`config.mk`:
```
export PLATFORM = sky130hd
export DESIGN_NAME = uart_program_loader
export DESIGN_NICKNAME = d
export VERILOG_FILES = /design/src/rtl/uart_program_loader.sv
export SDC_FILE = /design/constraint.sdc
export NUM_CORES = 1
export LEC_CHECK = 0
export ABC_AREA = 1
export CAP_MARGIN = 40
export CORE_MARGIN = 8
export CORE_UTILIZATION = 45
export DETAILED_ROUTE_END_ITERATION = 10
export PLACE_DENSITY = 0.67
export SLEW_MARGIN = 20
export SYNTH_ARGS = -nofsm -noshare
export SYNTH_HDL_FRONTEND = slang
export SYNTH_SLANG_ARGS = --single-unit
export TNS_END_PERCENT = 50
```
`constraint.sdc`:
```
create_clock -name clock -period 9.23 [get_ports clock]
set_input_delay 0.923 -clock clock [delete_from_list [all_inputs] [get_ports clock]]
set_output_delay 0.923 -clock clock [all_outputs]
set_load 0.005 [all_outputs]
```
`src/rtl/uart_program_loader.sv`:
```
// uart_program_loader: assembles big-endian 32-bit words from a UART byte
// stream and writes them into instruction memory from word 0.
// Frame: LEN_HI, LEN_LO (word count N), then 4*N data bytes, MSB first.
// Optional feature macro: LOADER_CHECKSUM_EN adds a trailing XOR checksum byte.
module uart_program_loader #(
    parameter int ADDR_WIDTH = 14
) (
    input  logic                  clock,
    input  logic                  reset,
    input  logic                  load_start,
    input  logic                  rx_valid,
    input  logic [7:0]            rx_data,
    output logic                  imem_we,
    output logic [ADDR_WIDTH-1:0] imem_addr,
    output logic [31:0]           imem_wdata,
    output logic                  busy,
    output logic                  done,
    output logic                  err
);

    typedef enum logic [2:0] {
        S_IDLE,
        S_LEN_HI,
        S_LEN_LO,
        S_DATA,
`ifdef LOADER_CHECKSUM_EN
        S_CHK,
`endif
        S_DONE
    } state_t;

    // Largest legal word count: exactly fills memory.
    localparam logic [16:0] MAX_WORDS = 17'd1 << ADDR_WIDTH;

    state_t                state_q, state_d;
    logic [15:0]           len_q, len_d;
    logic [ADDR_WIDTH:0]   cnt_q, cnt_d;      // one extra bit so N = depth compares cleanly
    logic [1:0]            idx_q, idx_d;
    logic [23:0]           word_q, word_d;    // first three bytes of the word in flight
    logic                  we_q, we_d;
    logic [ADDR_WIDTH-1:0] addr_q, addr_d;
    logic [31:0]           wdata_q, wdata_d;
    logic                  busy_q, busy_d;
    logic                  done_q, done_d;
    logic                  err_q, err_d;
`ifdef LOADER_CHECKSUM_EN
    logic [7:0]            csum_q, csum_d;
`endif

    logic [15:0]           len_full;
    logic [ADDR_WIDTH:0]   cnt_inc;
    logic                  last_word;
    state_t                end_state;

    assign len_full  = {len_q[15:8], rx_data};
    assign cnt_inc   = cnt_q + 1'b1;
    assign last_word = ({1'b0, len_q} == 17'(cnt_inc));
`ifdef LOADER_CHECKSUM_EN
    assign end_state = S_CHK;
`else
    assign end_state = S_DONE;
`endif

    // Next-state and datapath update for the frame parser.
    always_comb begin
        state_d = state_q;
        len_d   = len_q;
        cnt_d   = cnt_q;
        idx_d   = idx_q;
        word_d  = word_q;
        we_d    = 1'b0;
        addr_d  = addr_q;
        wdata_d = wdata_q;
        done_d  = 1'b0;
        err_d   = err_q;
`ifdef LOADER_CHECKSUM_EN
        csum_d  = csum_q;
`endif
        case (state_q)
            S_IDLE: begin
                if (load_start) begin
                    state_d = S_LEN_HI;
                    err_d   = 1'b0;
                    cnt_d   = '0;
                    idx_d   = '0;
`ifdef LOADER_CHECKSUM_EN
                    csum_d  = '0;
`endif
                end
            end
            S_LEN_HI: begin
                if (rx_valid) begin
                    len_d   = {rx_data, 8'h00};
                    state_d = S_LEN_LO;
                end
            end
            S_LEN_LO: begin
                if (rx_valid) begin
                    len_d = len_full;
                    if (len_full == 16'd0) begin
                        state_d = end_state;
                    end else if ({1'b0, len_full} > MAX_WORDS) begin
                        err_d   = 1'b1;
                        state_d = S_IDLE;
                    end else begin
                        state_d = S_DATA;
                    end
                end
            end
            S_DATA: begin
                if (rx_valid) begin
                    word_d = {word_q[15:0], rx_data};
                    idx_d  = idx_q + 2'd1;
`ifdef LOADER_CHECKSUM_EN
                    csum_d = csum_q ^ rx_data;
`endif
                    if (idx_q == 2'd3) begin
                        we_d    = 1'b1;
                        addr_d  = cnt_q[ADDR_WIDTH-1:0];
                        wdata_d = {word_q, rx_data};
                        cnt_d   = cnt_inc;
                        if (last_word) state_d = end_state;
                    end
                end
            end
`ifdef LOADER_CHECKSUM_EN
            S_CHK: begin
                if (rx_valid) begin
                    err_d   = (rx_data != csum_q);
                    state_d = S_DONE;
                end
            end
`endif
            S_DONE: begin
                done_d  = 1'b1;
                state_d = S_IDLE;
            end
            default: state_d = S_IDLE;
        endcase
        // busy covers the done pulse so it drops one cycle after done
        busy_d = (state_d != S_IDLE) || done_d;
    end

    // State and output registers; reset returns every output to zero at once.
    always_ff @(posedge clock or posedge reset) begin
        if (reset) begin
            state_q <= S_IDLE;
            len_q   <= '0;
            cnt_q   <= '0;
            idx_q   <= '0;
            word_q  <= '0;
            we_q    <= 1'b0;
            addr_q  <= '0;
            wdata_q <= '0;
            busy_q  <= 1'b0;
            done_q  <= 1'b0;
            err_q   <= 1'b0;
`ifdef LOADER_CHECKSUM_EN
            csum_q  <= '0;
`endif
        end else begin
            state_q <= state_d;
            len_q   <= len_d;
            cnt_q   <= cnt_d;
            idx_q   <= idx_d;
            word_q  <= word_d;
            we_q    <= we_d;
            addr_q  <= addr_d;
            wdata_q <= wdata_d;
            busy_q  <= busy_d;
            done_q  <= done_d;
            err_q   <= err_d;
`ifdef LOADER_CHECKSUM_EN
            csum_q  <= csum_d;
`endif
        end
    end

    assign imem_we    = we_q;
    assign imem_addr  = addr_q;
    assign imem_wdata = wdata_q;
    assign busy       = busy_q;
    assign done       = done_q;
    assign err        = err_q;

endmodule

```
## Word level (Yosys, flattened, before mapping)

Cells that the tools add are included.

| word-level totals | value |
|---|---|
| logic and storage cells | 71 |
| input port bits | 12 |
| bits in registers | 110 |
| output and inout port bits | 50 |

| operators by class | value |
|---|---|
| bitwise operators | 1 |
| reductions and logical operators | 14 |
| $lt $le $gt $ge | 1 |
| equality and inequality tests | 13 |
| mux-type cells | 28 |
| $add $sub $neg | 2 |

Operators by type and width:

| cell | count |
|---|---|
| two-way mux 15 bit | 3 |
| one-hot mux 16 bit (2 select lines) | 1 |
| one-hot mux 15 bit (2 select lines) | 1 |
| two-way mux 3 bit | 7 |
| equality test 16 x 15 -> 1 bit | 1 |
| > comparator 16 x 15 -> 1 bit, second input constant | 1 |
| zero test 16 bit | 1 |
| two-way mux 16 bit | 1 |
| adder 15 x 1 -> 15 bit, second input constant | 1 |
| inequality test 2 bit, second input constant | 7 |
| one-hot mux 3 bit (4 select lines) | 1 |
| AND reduction 3 bit | 4 |
| two-way mux 1 bit | 8 |
| two-way mux 8 bit | 1 |
| equality test 3 x 2 -> 1 bit, second input constant | 2 |
| two-way mux 2 bit | 3 |
| nonzero test 2 bit | 3 |
| AND reduction 5 bit | 1 |
| one-hot mux 2 bit (2 select lines) | 1 |
| AND reduction 4 bit | 1 |
| equality test 3 x 1 -> 1 bit, second input constant | 1 |
| equality test 3 bit, second input constant | 1 |
| zero test 3 bit | 1 |
| nonzero test 3 bit | 1 |
| 6 further kinds | 6 |

## Depth between registers and ports, before layout

Gate-level depths: netlist of the first run.

| logic depth | value |
|---|---|
| depth in word-level cells | 8 |
| mapped depth | 16 |
| mapped depth without buffers | 16 |

## Worst setup path before layout of the first run

No wires, ideal clock.

| timing path | value |
|---|---|
| path type | in2reg |
| from | input rx_valid |
| to | register addr_q[8] (netlist: imem_addr[8]) |
| stages on the path | 7 |
| required time | 9.098 ns |
| buffers on the path | 2 |
| setup slack | 7.222 ns |
| data arrival time | 1.876 ns |
| cell sequence | nand2_1 > nor3_2 > inv_1 > clkbuf_1 > clkbuf_1 > nand2_1 > o21ai_0 |

| between the ends | value |
|---|---|
| longest elaborated chain between the ends | 1 |

Ends and longest elaborated chain:

| item | line | RTL |
|---|---|---|
| start: declaration | 11 | `input logic rx_valid,` |
| AND reduction 3 bit (no line) | -- |  |
| end signal: assignment | 168 | `addr_q <= addr_d;` |
| end: declaration | 41 | `logic [ADDR_WIDTH-1:0] addr_q, addr_d;` |

Every way passes these cells.
A chain may end at the register's enable or synchronous reset.

## Worst setup path after layout of the first run

| timing path | value |
|---|---|
| from | input rx_valid |
| to | register cnt_q[13] |

| between the ends | value |
|---|---|
| longest elaborated chain between the ends | 2 |

Ends and longest elaborated chain:

| item | line | RTL |
|---|---|---|
| inequality test 2 bit (no line) | -- |  |
| AND reduction 4 bit (no line) | -- |  |
| end signal: assignment | 164 | `cnt_q <= cnt_d;` |
| end: declaration | 37 | `logic [ADDR_WIDTH:0] cnt_q, cnt_d;` |

Every way passes these cells.

==> results of run 1 <==
-- cell usage in the layout (no fill, tap or decap), types with 2 or more instances in the layout --
| master | synthesis | layout |
|---|---|---|
| inv_2 | 1 | 2 |
| nor2_2 | 3 | 3 |
| nand3_2 | 2 | 2 |
| inv_6 | 0 | 3 |
| ha_1 | 2 | 2 |
| clkdlybuf4s50_1 | 0 | 61 |
| inv_1 | 70 | 68 |
| buf_4 | 0 | 4 |
| nor2_1 | 27 | 27 |
| nand4_1 | 10 | 10 |
| nand3_1 | 32 | 32 |
| nor2_4 | 3 | 3 |
| nand2_2 | 7 | 7 |
| o21ai_1 | 4 | 4 |
| dfrtp_1 | 110 | 110 |
| clkbuf_8 | 0 | 9 |
| o21ai_0 | 73 | 73 |
| o22ai_1 | 19 | 19 |
| o21bai_1 | 3 | 3 |
| nand2_1 | 168 | 168 |
-- area by class of cell --
type | instances | share of cell area [%]
clock buffer | 10 | 2.21
clock inverter | 6 | 1.09
inverter | 71 | 4.67
multi-input combinational | 362 | 29.7
sequential | 110 | 47.8
tap | 136 | 2.95
timing repair buffer | 66 | 11.6
-- cell families (layout without fill, tap and decap cells) --
family                   after synthesis  after routing  synth area share, %
AND/OR/NAND/NOR                      258            258                 23.4
flip-flops                           110            110                 57.3
XOR/XNOR                               2              2                0.651
AO/OA/AOI/OAI                        100            100                 11.1
adder cells (fa/ha/maj)                2              2                0.521
buffers and inverters                 90            153                 7.03
-- registers in the layout (all words and copies together), names as in the netlist --
signal	flops
imem_wdata	32
word_q	24
imem_we	1
done	1
imem_addr	14
cnt_q	15
idx_q	2
len_q	16
state_q	3
busy	1
err	1
-- per-layer routing --
| layer | GRT usage [%] | vias to the layer above |
|---|---|---|
| li1 | - | 1920 |
| met1 | 21.1 | 1803 |
| met2 | 23.6 | 112 |
| met3 | 3.50 | 11 |
| met4 | 5.62 | 0 |
| met5 | 0 | - |
-- per-stage QoR --
step | instances | util, % | setup slack [ps]
after floorplan | 562 | - | 5400
after global placement | 744 | 53.5 | 5620
after detailed placement | 744 | 53.5 | 5480
after CTS | 760 | 55.3 | 5900
after global routing | 761 | 55.6 | 5590
final | 761 | 55.6 | 5890
-- power groups by stage --
stage	Sequential [mW]	Combinational (mW)	Clock, mW
finish	0.649	0.335	0.285
global placement	0.657	0.327	0
CTS	0.649	0.336	0.294
global route	0.665	0.384	0.311
detailed placement	0.659	0.333	0
floorplan	0.649	0.215	0
-- tightest hold or removal path, stage by stage, from the launching register on --
cell,delay (ps)
dfrtp_1,360
nand2_1,50
nand2_1,40
-- path summary, 6_finish.rpt --
check                                from        endpoint  cells after the start
max                              rx_valid       cnt_q[13]                      8
min                        imem_wdata[25]  imem_wdata[25]                      2
max reg2reg                      idx_q[0]       cnt_q[13]                      8
min reg2reg                imem_wdata[25]  imem_wdata[25]                      2
max in group asynchronous           reset       cnt_q[13]                      4
min in group asynchronous           reset  imem_wdata[29]                      2
==> parameters.txt, run 1 <==
Parameter                              Value

Critical path
  Crit path capture type ... flip-flop
  Signal arrival time at the worst endpoint ... approximately 3600 ps
  Type of element launching the critical path ... input port
  Worst-path cell with the longest stage delay ... inv_2
  CP Data Required Time ... roughly 9500 ps
  Critical path's largest stage delay ... 530 ps
  Buf+Inv Stages, Crit Path ... 4
  Ordered list of cells on the worst path ... clkdlybuf4s50_1 -> nand2_1 -> nor3_2 -> buf_4 -> inv_2 -> buf_4 -> nand2_1 -> o21ai_0
  Critical-path maximum fanout ... 50
  Delay-heaviest family, CP ... buffers and inverters
  Worst setup slack for register-to-register paths ... roughly 6400 ps
  Type of the setup path with the least slack ... input port to flip-flop

Clock tree
  Clock tree from TritonCTS ... done
  Setup bufs post-CTS ... 0
  Clock insertion delay at the later pin of the skew report ... 380 ps
  Maximum clock path buffer count ... 2
  Root buffer cell ... clkbuf_8
  Htree depth ... 3
  Post-CTS Hold Buffers ... 0
  Sink count of the clock tree ... 110
  Post-CTS Resized ... 0
  Clock-pin transition on the worst setup and hold timing paths ... between 100 and 150 ps
  Cts bufs inserted ... 9

Timing
  Final period utilization ... approximately 36%
  Final hold slack ... between 400 and 500 ps
  Achievable frequency ... roughly 300 MHz
  Final number of max-transition violations ... 0
  Worst relative slew slack ... 43.9%
  Setup repair after global routing missed its margin ... false
  Hold Violations, Final ... 0
  Count of endpoints failing setup in the final report ... 0
  Worst Max-Slew Pin Slew ... about 840 ps
  Setup TNS ... 0 ps
  Setup Skew ... about 16 ps
  Final critical delay including setup and external delays ... between 3000 and 4000 ps

Placement
  Port Buffer Count ... 61
  Gp weighted congestion ... between 0.8 and 0.9
  Post-Place Cell Area ... approximately 0.0055 mm2
  DPL Wire Length ... 7610 um

Yosys
  Most common library cells after synthesis ... nand2_1, dfrtp_1, o21ai_0
  Area contributors post-synth ... dfrtp_1, nand2_1, o21ai_0
  Number of enable flip-flop cells after synthesis ... 0
  Share of async-settable or async-resettable flops after synthesis ... 100%
  Net count after synthesis ... 576
  Post-synthesis area per instance ... 8.55 um2
  Cell accounting for the most synthesized area ... dfrtp_1
  Count of warnings emitted by yosys ... 0
  Top-count cell post-synth ... nand2_1
  Synth cell types ... 27
  Mapped Area ... roughly 0.0048 mm2
  Post-Synthesis Cells ... between 500 and 600
  Area share of the largest cell type after synthesis ... 57.3%
  Primary FF master, synth ... dfrtp_1
  Proportion of synthesized chip area in sequential cells ... between 50% and 60%
  Flip-flop and latch count after synthesis ... 110

GRT
  GRT Residual Overflow ... 0
  Number of antenna violations at the first check in global routing ... 0
  Maximum number of pins on one net before global-route repair ... 61
  Via count of the first global-routing pass ... 3616
  GRT Resource Usage Total ... 15.4%
  Wire length of the first global-routing pass ... roughly 18000 um

Floorplanning
  CORE AREA ... around 0.010 mm2
  Effective utilization at floorplan ... between 40% and 50%
  Die Y-Extent ... between 100 and 150 um
  I/O pin cnt ... 62
  Die boundary width ... roughly 120 um
  Die area ... approximately 0.014 mm2
  Standard-cell row count ... 37

Route
  Met3 Wirelength ... 666 um
  Final routed DRC violation total ... 0
  Top routing layer in use ... met4
  Via/cell ratio ... around 5.1
  Detailed-route wire length on metal 1 ... between 5000 and 6000 um
  Total Routed Length ... approximately 11000 um
  Iter 0 DRT Violations ... about 410
  Met2 routed WL ... between 4000 and 5000 um
  Via count ... between 3000 and 4000
  Detailed Routing Iterations Pass 1 ... 6
  Routed wirelength normalized by instance count ... 14.1 um
  Detail Route Antenna Nets ... 0

Power and ir drop
  Static leakage ... between 2 and 3 nW
  Sw frac ... 34.0%
  IR Drop Worst-Case VDD ... 0.127 mV
  Total Power Consumption ... around 1.3 mW
  Pint ... 0.838 mW
  Clock Power Share ... between 20% and 30%
  Sequential fraction of design power ... 51.2%
  Net switching component of the power ... about 0.43 mW
  Combinational cell fraction of total power ... 26.4%
  P per Cell Area ... around 220 mW/mm2

Layout
  Inserted Diodes ... 0
  Combined area of the multi-input logic cells ... approximately 0.0017 mm2
  Final net count ... between 600 and 700
  Fraction of final layout cells sized beyond drive strength 1 ... under 10%
  Synth-to-layout area growth ... 20.0%
  Final non-filler cell area ... a little under 0.006 mm2
  Fillcell total ... approximately 970
  FF+latch area ... around 0.0028 mm2

Outcome
  Result of the run ... finished, final reports clean

Run
  MaxCap Viol Count ... 0

Hold path
  Type of the worst min-delay path ... flip-flop to flip-flop
(Power assumes the default switching activity.)
==> run 2, diff against run 1 <==
- PLACE_DENSITY: 0.67 -> 0.7
- clock period: 9.23 -> 2.9 ns (I/O delays scaled with it)
==> parameters.txt, run 2 (synthesis gave the netlist of run 1 again) <==
Parameter                              Value

Layout
  Final net count ... 636 (+0.32%)
  Leading cell types in the layout, fill and taps excluded ... nand2_1, dfrtp_1, o21ai_0, inv_1, clkdlybuf4s50_1
  Fillcell total ... 962 (-1.2%)
  FF+latch area ... 0.00275 mm2 (unchanged)
  Largest register FFs ... 32 (unchanged)
  Fraction of final layout cells sized beyond drive strength 1 ... 6.86% (+0.30 points)
  Combined area of the multi-input logic cells ... 0.00171 mm2 (unchanged)
  Synth-to-layout area growth ... 20.5%
  Inserted Diodes ... 0 (unchanged)
  Leading cell type in the layout, fill and taps excluded ... nand2_1
  Number of standard cells in the layout, taps in and fillers out ... 763 (+0.26%)

Timing
  Setup TNS ... 0 ps (unchanged)
  Final critical delay including setup and external delays ... ~2000 ps
  Worst Max-Slew Pin Slew ... 663 ps (-176 ps)
  Final period utilization ... a little under three quarters
  Achievable frequency ... between 400 and 500 MHz
  Hold Violations, Final ... 0 (unchanged)
  Count of endpoints failing setup in the final report ... 0 (unchanged)
  Setup Skew ... 16.2 ps (+0.346 ps)
  Setup repair after global routing missed its margin ... false
  Final number of max-transition violations ... 0 (unchanged)
  Worst relative slew slack ... 55.8% (+12 points)

Route
  Detail Route Antenna Nets ... 0 (unchanged)
  Via/cell ratio ... 5.08 (+0.46%)
  Top routing layer in use ... met4
  Final routed DRC violation total ... 0 (unchanged)
  Detailed Routing Iterations Pass 1 ... 4 (-2)
  Via count ... 3874 (+0.73%)
  Routed wirelength normalized by instance count ... 14.4 um (+2.0%)
  Detailed-route wire length on metal 1 ... 5110 um (-0.72%)
  Met3 Wirelength ... 769 um (+15%)
  Iter 0 DRT Violations ... 307 (-25%)
  Met2 routed WL ... 4970 um (+3.6%)
  Total Routed Length ... 11000 um (+2.2%)

Clock tree
  Sink count of the clock tree ... 110 (unchanged)
  Root buffer cell ... clkbuf_8
  Post-CTS Hold Buffers ... 0 (unchanged)
  Clock insertion delay at the later pin of the skew report ... 380 ps (about the same)
  Clock tree from TritonCTS ... done
  Clock-pin transition on the worst setup and hold timing paths ... 100 ps (about the same)
  Cts bufs inserted ... 9 (unchanged)
  Htree depth ... 3 (unchanged)
  Maximum clock path buffer count ... 2 (unchanged)
  Post-CTS Resized ... 0 (unchanged)
  Setup bufs post-CTS ... 0 (unchanged)

Critical path
  Critical path's largest stage delay ... 430 ps (-100 ps)
  CP Data Required Time ... 3150 ps (-6360 ps)
  Type of the setup path with the least slack ... flip-flop to flip-flop
  Delay-heaviest family, CP ... simple AND/OR/NAND/NOR gates
  Type of element launching the critical path ... flip-flop
  Ordered list of cells on the worst path ... ha_1 -> nand2_2 -> nor2_8 -> nand2_2 -> nand2_2 -> nand2_2 -> nand2_1 -> nand2_1 -> nor2_1 -> nand2_1 -> nor2_2 -> nand3_2 -> nand2_2 -> nand2_1 -> nor2_1 -> nand2_1
  Buf+Inv Stages, Crit Path ... 0 (-4)
  Critical-path maximum fanout ... 8 (-84%)
  Signal arrival time at the worst endpoint ... 2310 ps (-1310 ps)
  Worst-path cell with the longest stage delay ... dfrtp_1
  Crit path capture type ... flip-flop

Power and ir drop
  IR Drop Worst-Case VDD ... 0.405 mV (+220%)
  Total Power Consumption ... 4.02 mW (+220%)
  Static leakage ... 2.73 nW (+0.36%)
  P per Cell Area ... 694 mW/mm2 (+220%)

Placement
  DPL Wire Length ... 7800 um (+2.5%)
  Gp weighted congestion ... 0.896 (+5.0%)
  Dpl cells ... 746 (+0.27%)
  Port Buffer Count ... 61 (unchanged)

GRT
  GRT Resource Usage Total ... 16.1% (+0.64 points)
  Number of antenna violations at the first check in global routing ... 0 (unchanged)
  Maximum number of pins on one net before global-route repair ... 73 (+20%)
  Wire length of the first global-routing pass ... 18600 um (+3.5%)
  GRT Residual Overflow ... 0 (unchanged)
  Via count of the first global-routing pass ... 3824 (+5.8%)

Floorplanning
  Effective utilization at floorplan ... 46.3% (unchanged)
  CORE AREA ... 0.0104 mm2 (unchanged)
  Die boundary width ... 119 um (unchanged)
  Die Y-Extent ... 119 um (unchanged)
  Standard-cell row count ... 37 (unchanged)
  Die area ... 0.0142 mm2 (unchanged)
  I/O pin cnt ... 62 (unchanged)

Hold path
  Type of the worst min-delay path ... input port to async pin

Run
  MaxCap Viol Count ... 0 (unchanged)

Outcome
  Result of the run ... finished, final reports clean
[run 2: cell count changes in the layout (fill, tap and decap cells not counted), sizes merged]
cell,previous run,this run
buf,5,7
inv,75,73
clkinv,2,3
clkinvlp,0,1
[run 2: layer usage]
layer,track usage (%),vias up
met2,24.3,98
met3,5.38,12
met5,0,-
li1,-,1922
met4,5.46,0
met1,21.3,1842
[run 2: layout make-up]
cell class | count | share of cell area (%)
clock buffer | 10 | 2.20
clock inverter | 6 | 0.929
inverter | 71 | 4.67
sequential | 110 | 47.5
multi-input combinational | 362 | 29.6
tap | 136 | 2.94
timing repair buffer | 68 | 12.1
[run 2: worst paths after layout]
path,startpoint,end,slack (ps),cells after the start
setup / recovery,cnt_q[0],busy,850,16
hold / removal,reset,word_q[20],210,2
setup reg to reg,cnt_q[0],busy,850,16
hold reg to reg,imem_wdata[25],imem_wdata[25],480,2
max in group asynchronous,reset,len_q[1],2180,3
min in group clock,imem_wdata[25],imem_wdata[25],480,2
[run 2: power by group]
| part | switching [mW] | internal [mW] |
|---|---|---|
| sequential | 0.192 | 1.88 |
| combinational | 0.620 | 0.458 |
| clock | 0.540 | 0.330 |
[run 2: metrics by stage]
step / hold slack (ps) / setup slack (ps) / utilization (%) / cell area (um2)
6_report: 214 / 845 / 55.8 / 5790
5_1_grt: 194 / 498 / 55.8 / 5790
4_1_cts: 416 / 821 / 55.6 / 5770
3_5_place_dp: 457 / 622 / 53.9 / 5590
3_3_place_gp: 457 / 683 / 53.9 / 5590
2_1_floorplan: 411 / 1150 / - / 4810
